### src/rtl/crc_access_arb_pkg.sv
// Shared definitions for the CRC access arbiter: FSM state encoding and
// default geometry of the data word, CRC and serial message.
package crc_access_arb_pkg;

  typedef enum logic [1:0] {
    ST_IDLE  = 2'd0,
    ST_SHIFT = 2'd1,
    ST_DONE  = 2'd2
  } state_e;

  localparam int unsigned DATA_W_DEF = 4;
  localparam int unsigned CRC_W_DEF  = 3;
  localparam int unsigned MSG_LEN    = DATA_W_DEF + CRC_W_DEF;

endpackage

### src/rtl/crc_access_arb_lfsr.sv
// Serial polynomial divider: consumes one message bit per enabled edge, MSB
// first, and keeps the running remainder. The generator's leading 1 is implicit.
module crc_lfsr #(
  parameter int unsigned CRC_W = 3
) (
  input  logic             clk,
  input  logic             rst,
  input  logic             clr,
  input  logic             en,
  input  logic             bit_in,
  input  logic [CRC_W-1:0] poly,
  output logic [CRC_W-1:0] rem
);

  logic [CRC_W-1:0] rem_q;
  logic [CRC_W-1:0] rem_d;

  always_comb begin
    rem_d = rem_q;
    if (clr) begin
      rem_d = '0;
    end else if (en) begin
      rem_d = {rem_q[CRC_W-2:0], bit_in} ^ (rem_q[CRC_W-1] ? poly : '0);
    end
  end

  always_ff @(posedge clk or posedge rst) begin
    if (rst) rem_q <= '0;
    else     rem_q <= rem_d;
  end

  assign rem = rem_q;

endmodule

### src/rtl/crc_access_arb.sv
// Two-requester round-robin arbiter in front of a serial CRC divider:
// write side generates a CRC, read side checks a stored one.
module crc_access_arb
  import crc_access_arb_pkg::*;
#(
  parameter int unsigned DATA_W = DATA_W_DEF,
  parameter int unsigned CRC_W  = CRC_W_DEF
) (
  input  logic              clk,
  input  logic              rst,
  input  logic [CRC_W:0]    poly,
  input  logic              wr_req,
  input  logic [DATA_W-1:0] wr_data,
  input  logic              rd_req,
  input  logic [DATA_W-1:0] rd_data,
  input  logic [CRC_W-1:0]  rd_crc,
  output logic              wr_gnt,
  output logic              rd_gnt,
  output logic              busy,
  output logic              done,
  output logic              done_src,
  output logic [CRC_W-1:0]  crc_out,
  output logic              crc_err
);

  localparam int unsigned MSG_W = DATA_W + CRC_W;
  localparam int unsigned CNT_W = $clog2(MSG_W);

  state_e            state_q, state_d;
  logic [MSG_W-1:0]  msg_q, msg_d;
  logic [CRC_W-1:0]  poly_q, poly_d;
  logic [CNT_W-1:0]  cnt_q, cnt_d;
  logic              src_q, src_d;
  logic              last_q, last_d;
  logic              wr_gnt_q, wr_gnt_d;
  logic              rd_gnt_q, rd_gnt_d;
  logic              out_src_q, out_src_d;
  logic [CRC_W-1:0]  out_rem_q, out_rem_d;
  logic              out_err_q, out_err_d;
  logic              pick_rd;
  logic              lfsr_clr;
  logic              lfsr_en;
  logic [CRC_W-1:0]  rem;
  logic              unused_poly_msb;

  // Generator MSB is always taken as 1, so the input bit is deliberately ignored.
  assign unused_poly_msb = poly[CRC_W];

  // last_q = 1 means read was served last, so write wins a tie.
  assign pick_rd = rd_req & (~wr_req | ~last_q);

  always_ff @(posedge clk or posedge rst) begin
    if (rst) state_q <= ST_IDLE;
    else     state_q <= state_d;
  end

  always_comb begin
    state_d   = state_q;
    msg_d     = msg_q;
    poly_d    = poly_q;
    cnt_d     = cnt_q;
    src_d     = src_q;
    last_d    = last_q;
    out_src_d = out_src_q;
    out_rem_d = out_rem_q;
    out_err_d = out_err_q;
    wr_gnt_d  = 1'b0;
    rd_gnt_d  = 1'b0;
    lfsr_clr  = 1'b0;
    lfsr_en   = 1'b0;
    case (state_q)
      ST_IDLE: begin
        if (wr_req | rd_req) begin
          src_d    = pick_rd;
          last_d   = pick_rd;
          poly_d   = poly[CRC_W-1:0];
          msg_d    = pick_rd ? {rd_data, rd_crc} : {wr_data, {CRC_W{1'b0}}};
          cnt_d    = '0;
          lfsr_clr = 1'b1;
          wr_gnt_d = ~pick_rd;
          rd_gnt_d = pick_rd;
          state_d  = ST_SHIFT;
        end
      end
      ST_SHIFT: begin
        lfsr_en = 1'b1;
        msg_d   = msg_q << 1;
        cnt_d   = cnt_q + CNT_W'(1);
        if (cnt_q == CNT_W'(MSG_W - 1)) begin
          out_src_d = src_q;
          state_d   = ST_DONE;
        end
      end
      ST_DONE: begin
        out_rem_d = rem;
        out_err_d = src_q & (|rem);
        state_d   = ST_IDLE;
      end
      default: state_d = ST_IDLE;
    endcase
  end

  always_ff @(posedge clk or posedge rst) begin
    if (rst) begin
      msg_q     <= '0;
      poly_q    <= '0;
      cnt_q     <= '0;
      src_q     <= 1'b0;
      last_q    <= 1'b1;
      wr_gnt_q  <= 1'b0;
      rd_gnt_q  <= 1'b0;
      out_src_q <= 1'b0;
      out_rem_q <= '0;
      out_err_q <= 1'b0;
    end else begin
      msg_q     <= msg_d;
      poly_q    <= poly_d;
      cnt_q     <= cnt_d;
      src_q     <= src_d;
      last_q    <= last_d;
      wr_gnt_q  <= wr_gnt_d;
      rd_gnt_q  <= rd_gnt_d;
      out_src_q <= out_src_d;
      out_rem_q <= out_rem_d;
      out_err_q <= out_err_d;
    end
  end

  crc_lfsr #(.CRC_W(CRC_W)) u_lfsr (
    .clk    (clk),
    .rst    (rst),
    .clr    (lfsr_clr),
    .en     (lfsr_en),
    .bit_in (msg_q[MSG_W-1]),
    .poly   (poly_q),
    .rem    (rem)
  );

  // The divider already holds the final remainder during DONE; the result is
  // presented from it there and latched into the hold registers on leaving DONE.
  assign done     = (state_q == ST_DONE);
  assign busy     = (state_q != ST_IDLE);
  assign wr_gnt   = wr_gnt_q;
  assign rd_gnt   = rd_gnt_q;
  assign done_src = out_src_q;
  assign crc_out  = done ? rem : out_rem_q;
  assign crc_err  = done ? (src_q & (|rem)) : out_err_q;

endmodule
### config.mk
export PLATFORM = sky130hd
export DESIGN_NAME = crc_access_arb
export DESIGN_NICKNAME = d
export VERILOG_FILES = /design/src/rtl/crc_access_arb_pkg.sv /design/src/rtl/crc_access_arb_lfsr.sv /design/src/rtl/crc_access_arb.sv
export SDC_FILE = /design/constraint.sdc
export NUM_CORES = 1
export LEC_CHECK = 0
export BUFFER_PORTS_ARGS = -buffer_cell sky130_fd_sc_hd__clkbuf_2
export CELL_PAD_IN_SITES_DETAIL_PLACEMENT = 2
export CELL_PAD_IN_SITES_GLOBAL_PLACEMENT = 2
export CORE_ASPECT_RATIO = 0.8
export CORE_MARGIN = 5
export CORE_UTILIZATION = 36
export DETAILED_ROUTE_END_ITERATION = 10
export HOLD_SLACK_MARGIN = 0.08
export PLACE_DENSITY_LB_ADDON = 0.25
export SLEW_MARGIN = 20
export SYNTH_ARGS = -nofsm -noshare
export SYNTH_HDL_FRONTEND = slang
export SYNTH_SLANG_ARGS = --single-unit
export TNS_END_PERCENT = 30
### constraint.sdc
create_clock -name clk -period 3.3 [get_ports clk]
set_clock_uncertainty 0.15 [all_clocks]
set_input_delay 0.99 -clock clk [delete_from_list [all_inputs] [get_ports clk]]
set_output_delay 0.99 -clock clk [all_outputs]
set_load 0.1 [all_outputs]
---- Word level (Yosys, flattened, before mapping) ----
Index checks and enable logic that the tools add are counted.
storage, ports and cells
  logic and storage cells ................. 55
  register bits after elaboration ......... 27
  output and inout port bits .............. 9
cells by class
  reductions and logical operators ........ 9
  bitwise operators ....................... 8
  add/subtract/negate cells ............... 1
  equality and inequality tests ........... 5
  multiplexer cells ....................... 20
operators with widths
  cell                                                 number
  2-to-1 mux 3 bit                                     5
  2-to-1 mux 7 bit                                     2
  one-hot mux 7 bit (2 select lines)                   1
  2-to-1 mux 1 bit                                     8
  AND reduction 2 bit                                  4
  one-hot mux 3 bit (2 select lines)                   1
  nonzero test 2 bit                                   3
  2-to-1 mux 2 bit                                     2
  inequality test 2 bit, second input constant         2
  one-hot mux 2 bit (2 select lines)                   1
  adder 3 x 1 -> 3 bit, second input constant          1
  equality test 3 bit, second input constant           1
  inverter 1 bit                                       3
  OR reduction 3 bit                                   1
  XOR 3 bit                                            1
  AND 1 bit                                            2
  equality test 2 x 1 -> 1 bit, second input constant  1
  equality test 2 bit, second input constant           1
  zero test 2 bit                                      1
  OR 1 bit                                             2

---- Logic depth before layout (Yosys ltp) ----
  depth after elaboration ................. 6
  mapped depth ............................ 5
  depth with buffers taken out ............ 4

---- Hierarchy ----
A second synthesis with hierarchy kept.
second synthesis, totals
  cell total of the unflattened synthesis .. 105
  area total of the unflattened synthesis .. 1219.9 sq um
modules (own cells, without submodules)
  module          cells an instance  instances  area each (sq um)
  crc_access_arb  87                 1          1064.8
  crc_lfsr        18                 1          155.1

---- Worst setup path after synthesis ----
OpenSTA, ideal clock, no wires.
  path kind ............................... reg2out
  start point ............................. register state_q[0]
  end point ............................... output port crc_err
  stages on the path, launching flop included .. 4
  required time ........................... 2.160 ns
  data arrival time ....................... 2.910 ns
  path buffers ............................ 1
  slack ................................... -0.750 ns
  path through ............................ dfrtp_1 > buf_4 > nand2b_1 > o21ai_0
on the way
  cells in the longest elaborated chain, start to end .. 2
ends and longest elaborated chain
  what                      line                   RTL
  start: declaration        crc_access_arb.sv:29   state_e state_q, state_d;
  start signal: assignment  crc_access_arb.sv:54   else state_q <= state_d;
  equality test 2 bit       crc_access_arb.sv:141  assign done = (state_q == ST_DONE);
  2-to-1 mux 1 bit          crc_access_arb.sv:147  assign crc_err = done ? (src_q & (|rem)) : out_err_q;
  end: declaration          crc_access_arb.sv:23   output logic crc_err
No other way between the ends.

---- Worst setup path in the final report ----
  start point ............................. register state_q[0]
  end point ............................... output port crc_out[0]
on the way
  cells in the longest elaborated chain, start to end .. 2
ends and longest elaborated chain
  what                 line                   RTL
  equality test 2 bit  crc_access_arb.sv:141
  2-to-1 mux 3 bit     crc_access_arb.sv:146  assign crc_out = done ? rem : out_rem_q;
  end: declaration     crc_access_arb.sv:22   output logic [CRC_W-1:0] crc_out,
No other way between the ends.

==> reports/qor.yml <==
global_route:
  grt_first_pass_wirelength_mm: 5.46
  grt.total_usage_pct: 15.2
  grt_max_degree: 28
  grt-ovfl-total: 0
  antenna_found_initial: 0
  grt_pass1_vias: 1062
place:
  place_inst: 176
  preCtsSetupSlack_ns: 0.532
  io_buffers: 26
  gp_congestion: 0.812
  postPlaceCellArea_mm2: 0.00141
  hpwl_mm: 2.51
cts:
  htree_levels: 1
  ctsHoldBuffers: 0
  path_clk_slew_ns: 0.08
  cts_tree: "done"
  clkLatencyLatePin_ns: 0.27
  cts_sinks: 27
  clock_path_buffers: 2
  cts_buffers: 3
  clock-root-buffer: "clkbuf_8"
  cts_setup_buffers: 0
  post_cts_resized: 0
logic_synthesis:
  syn_nets: 130
  synth_top_area_share_pct: 52.8
  synthesis.area_mm2: 0.00123
  synth_most_common_cell: "dfrtp_1"
  synthTopCellsByCount: "dfrtp_1 (26), o21ai_0 (10), nand2_1 (9)"
  synth.area.top_cells: "dfrtp_1 (53%), mux2_2 (4.6%), o21ai_0 (4.1%), nand2_1 (2.7%), dfstp_2 (2.1%)"
  ys_seq_area_share_pct: 55.0
  async_reset_ff_share_pct: 100
  synth_seq_cells: 27
  synth_top_cell_by_area: "dfrtp_1"
  synth-main-ff-cell: "dfrtp_1"
  syn_inst: 109
  ys_types: 36
  yosys_warnings: 0
  synth-edff-count: 0
  syn_area_per_cell_um2: 11.3
finish:
  nets: 160
  final_area_mm2: 0.00146
  diodes: 0
  final_cells: 180
  areaGrowthSynthToFinish_pct: 18.5
  drive_above_1_share_pct: 31.2
outcome:
  status: "complete, no violations"
critical_path:
  critPathKind: "reg2out"
  crit_slowest_cell: "dfrtp_1"
  slowest_delay_ns: 0.57
  reg2reg_from: "state_q[1]$_DFFE_PP0P_"
  end_kind: "output port"
  ff2ff_path_depth: 5
  crit_path_start_kind: "register"
  critPathTopFamily: "flip-flops"
  crit_chain: "nand2b_1 -> mux2_2 -> clkbuf_2"
  ff2ff_setup_slack_ns: 1.57
  crit_path_start: "state_q[0]$_DFFE_PP0P_"
  crit_required_ns: 2.16
  path_buf_inv: 1
  r2r-end: "src_q$_DFFE_PP0P_"
  path_max_fanout: 9
  crit_arrival_ns: 1.92
hold_path:
  hold_end: "done_src$_DFFE_PP0P_"
  holdPathStages: 1
  hold_path_class: "reg2reg"
  worstHoldStart: "done_src$_DFFE_PP0P_"
floorplanning:
  die_height_um: 62.3
  core_mm2: 0.00338
  fp.dieArea_mm2: 0.00470
  start_util_pct: 36.5
  row_count: 19
  io_pins: 28
  die_w_um: 75.4
timing:
  worst_pin_slew_ns: 0.572
  hold_viol_final: 0
  fmax_mhz: 327
  slew_viol_final: 0
  finalCritPeriodShare_pct: 92.7
  fin_crit_ns: 3.06
  finalSetupViolCount: 0
  setup_slack_ns: 0.241
  slew_headroom_pct: 61.5
  rsz0062_at_grt: "false"
  final.setup.tns_ns: 0
drt:
  vias: 986
  routed_via_density: 5.48
  post_drt_wl_per_cell_um: 18.0
  ant_nets: 0
  drtIter0Drc: 34
  route.detailed.drc: 0
  wl_mm: 3.24
  firstDrtPassIters: 2
pwr:
  power_density_mw_per_mm2: 965
  ir_drop_mv: 0.469
  leakage_nw: 0.708
  p_total_mw: 1.41
run:
  max_cap_violations: 0
sequential cells by signal, indices dropped and copies added, names as in the netlist:
register / flops
last_q: 1
msg_q: 7
rd_gnt: 1
cnt_q: 3
done_src: 1
out_err_q: 1
out_rem_q: 3
poly_q: 3
u_lfsr.rem: 3
state_q: 2
src_q: 1
wr_gnt: 1
worst reg2reg max path, stage by stage, from the launching register on:
cell	delay [ns]
dfrtp_1	0.39
buf_4	0.18
nor2_1	0.19
buf_4	0.22
o21ai_0	0.24
a21o_1	0.25
metal layers:
metal	vias to the layer above	part of all wire (%)	GRT usage, %
met1	518	47	21.2
met4	0	0.80	3.28
li1	453	-	-
met3	2	3.3	4.35
met2	13	49	23.4
met5	-	0	0
logic make-up after synthesis:
logic type,Yosys count,synth area share [%]
multiplexers,7,6.30
AO/OA/AOI/OAI,29,16.6
AND/OR/NAND/NOR,32,14.7
flip-flops,27,55.0
XOR/XNOR,2,1.42
buffers and inverters,10,3.96
adder cells (fa/ha/maj),2,2.03
how the worst max path moves through the flow:
stage / to / depth (start not counted)
3_3_place_gp: crc_out[0] / 3
2_1_floorplan: crc_out[1] / 3
5_1_grt: crc_out[1] / 3
3_5_place_dp: crc_out[0] / 3
4_1_cts: crc_out[0] / 3
6_report: crc_out[0] / 3
cells in the final DEF, fill, tap and decap left out, types with 2 or more instances in the layout:
cell	Yosys	layout
dfrtp_1	26	26
clkbuf_2	0	26
o21ai_0	10	9
nand2_1	9	9
mux2_2	5	5
nand3_1	5	5
inv_1	5	5
nor2_1	4	4
buf_4	2	4
o211ai_1	3	3
nand2b_1	3	3
nand4_1	3	3
a32oi_1	3	3
clkbuf_8	0	3
a22o_1	2	2
xor2_1	2	2
a211oi_1	2	2
a21o_1	2	2
ha_1	2	2
stage by stage:
step	util (%)	hold WS [ns]
after floorplan	-	0.312
after global placement	41.9	0.325
after detailed placement	41.9	0.331
after CTS	43.2	0.360
after global routing	43.2	0.385
final	43.2	0.349
layout make-up:
type | instances | area [µm²]
inverter | 5 | 18.8
multi-input combinational | 72 | 505
fill | 371 | 1920
timing repair buffer | 30 | 160
clock buffer | 4 | 45.0
tap | 42 | 52.6
sequential | 27 | 677
where the power goes:
part | leakage (nW) | internal (mW) | switching, mW
combinational | 0.342 | 0.196 | 0.450
sequential | 0.343 | 0.466 | 0.109
clock | 0.0228 | 0.0865 | 0.0999
Power figures use the tool's default switching activity.
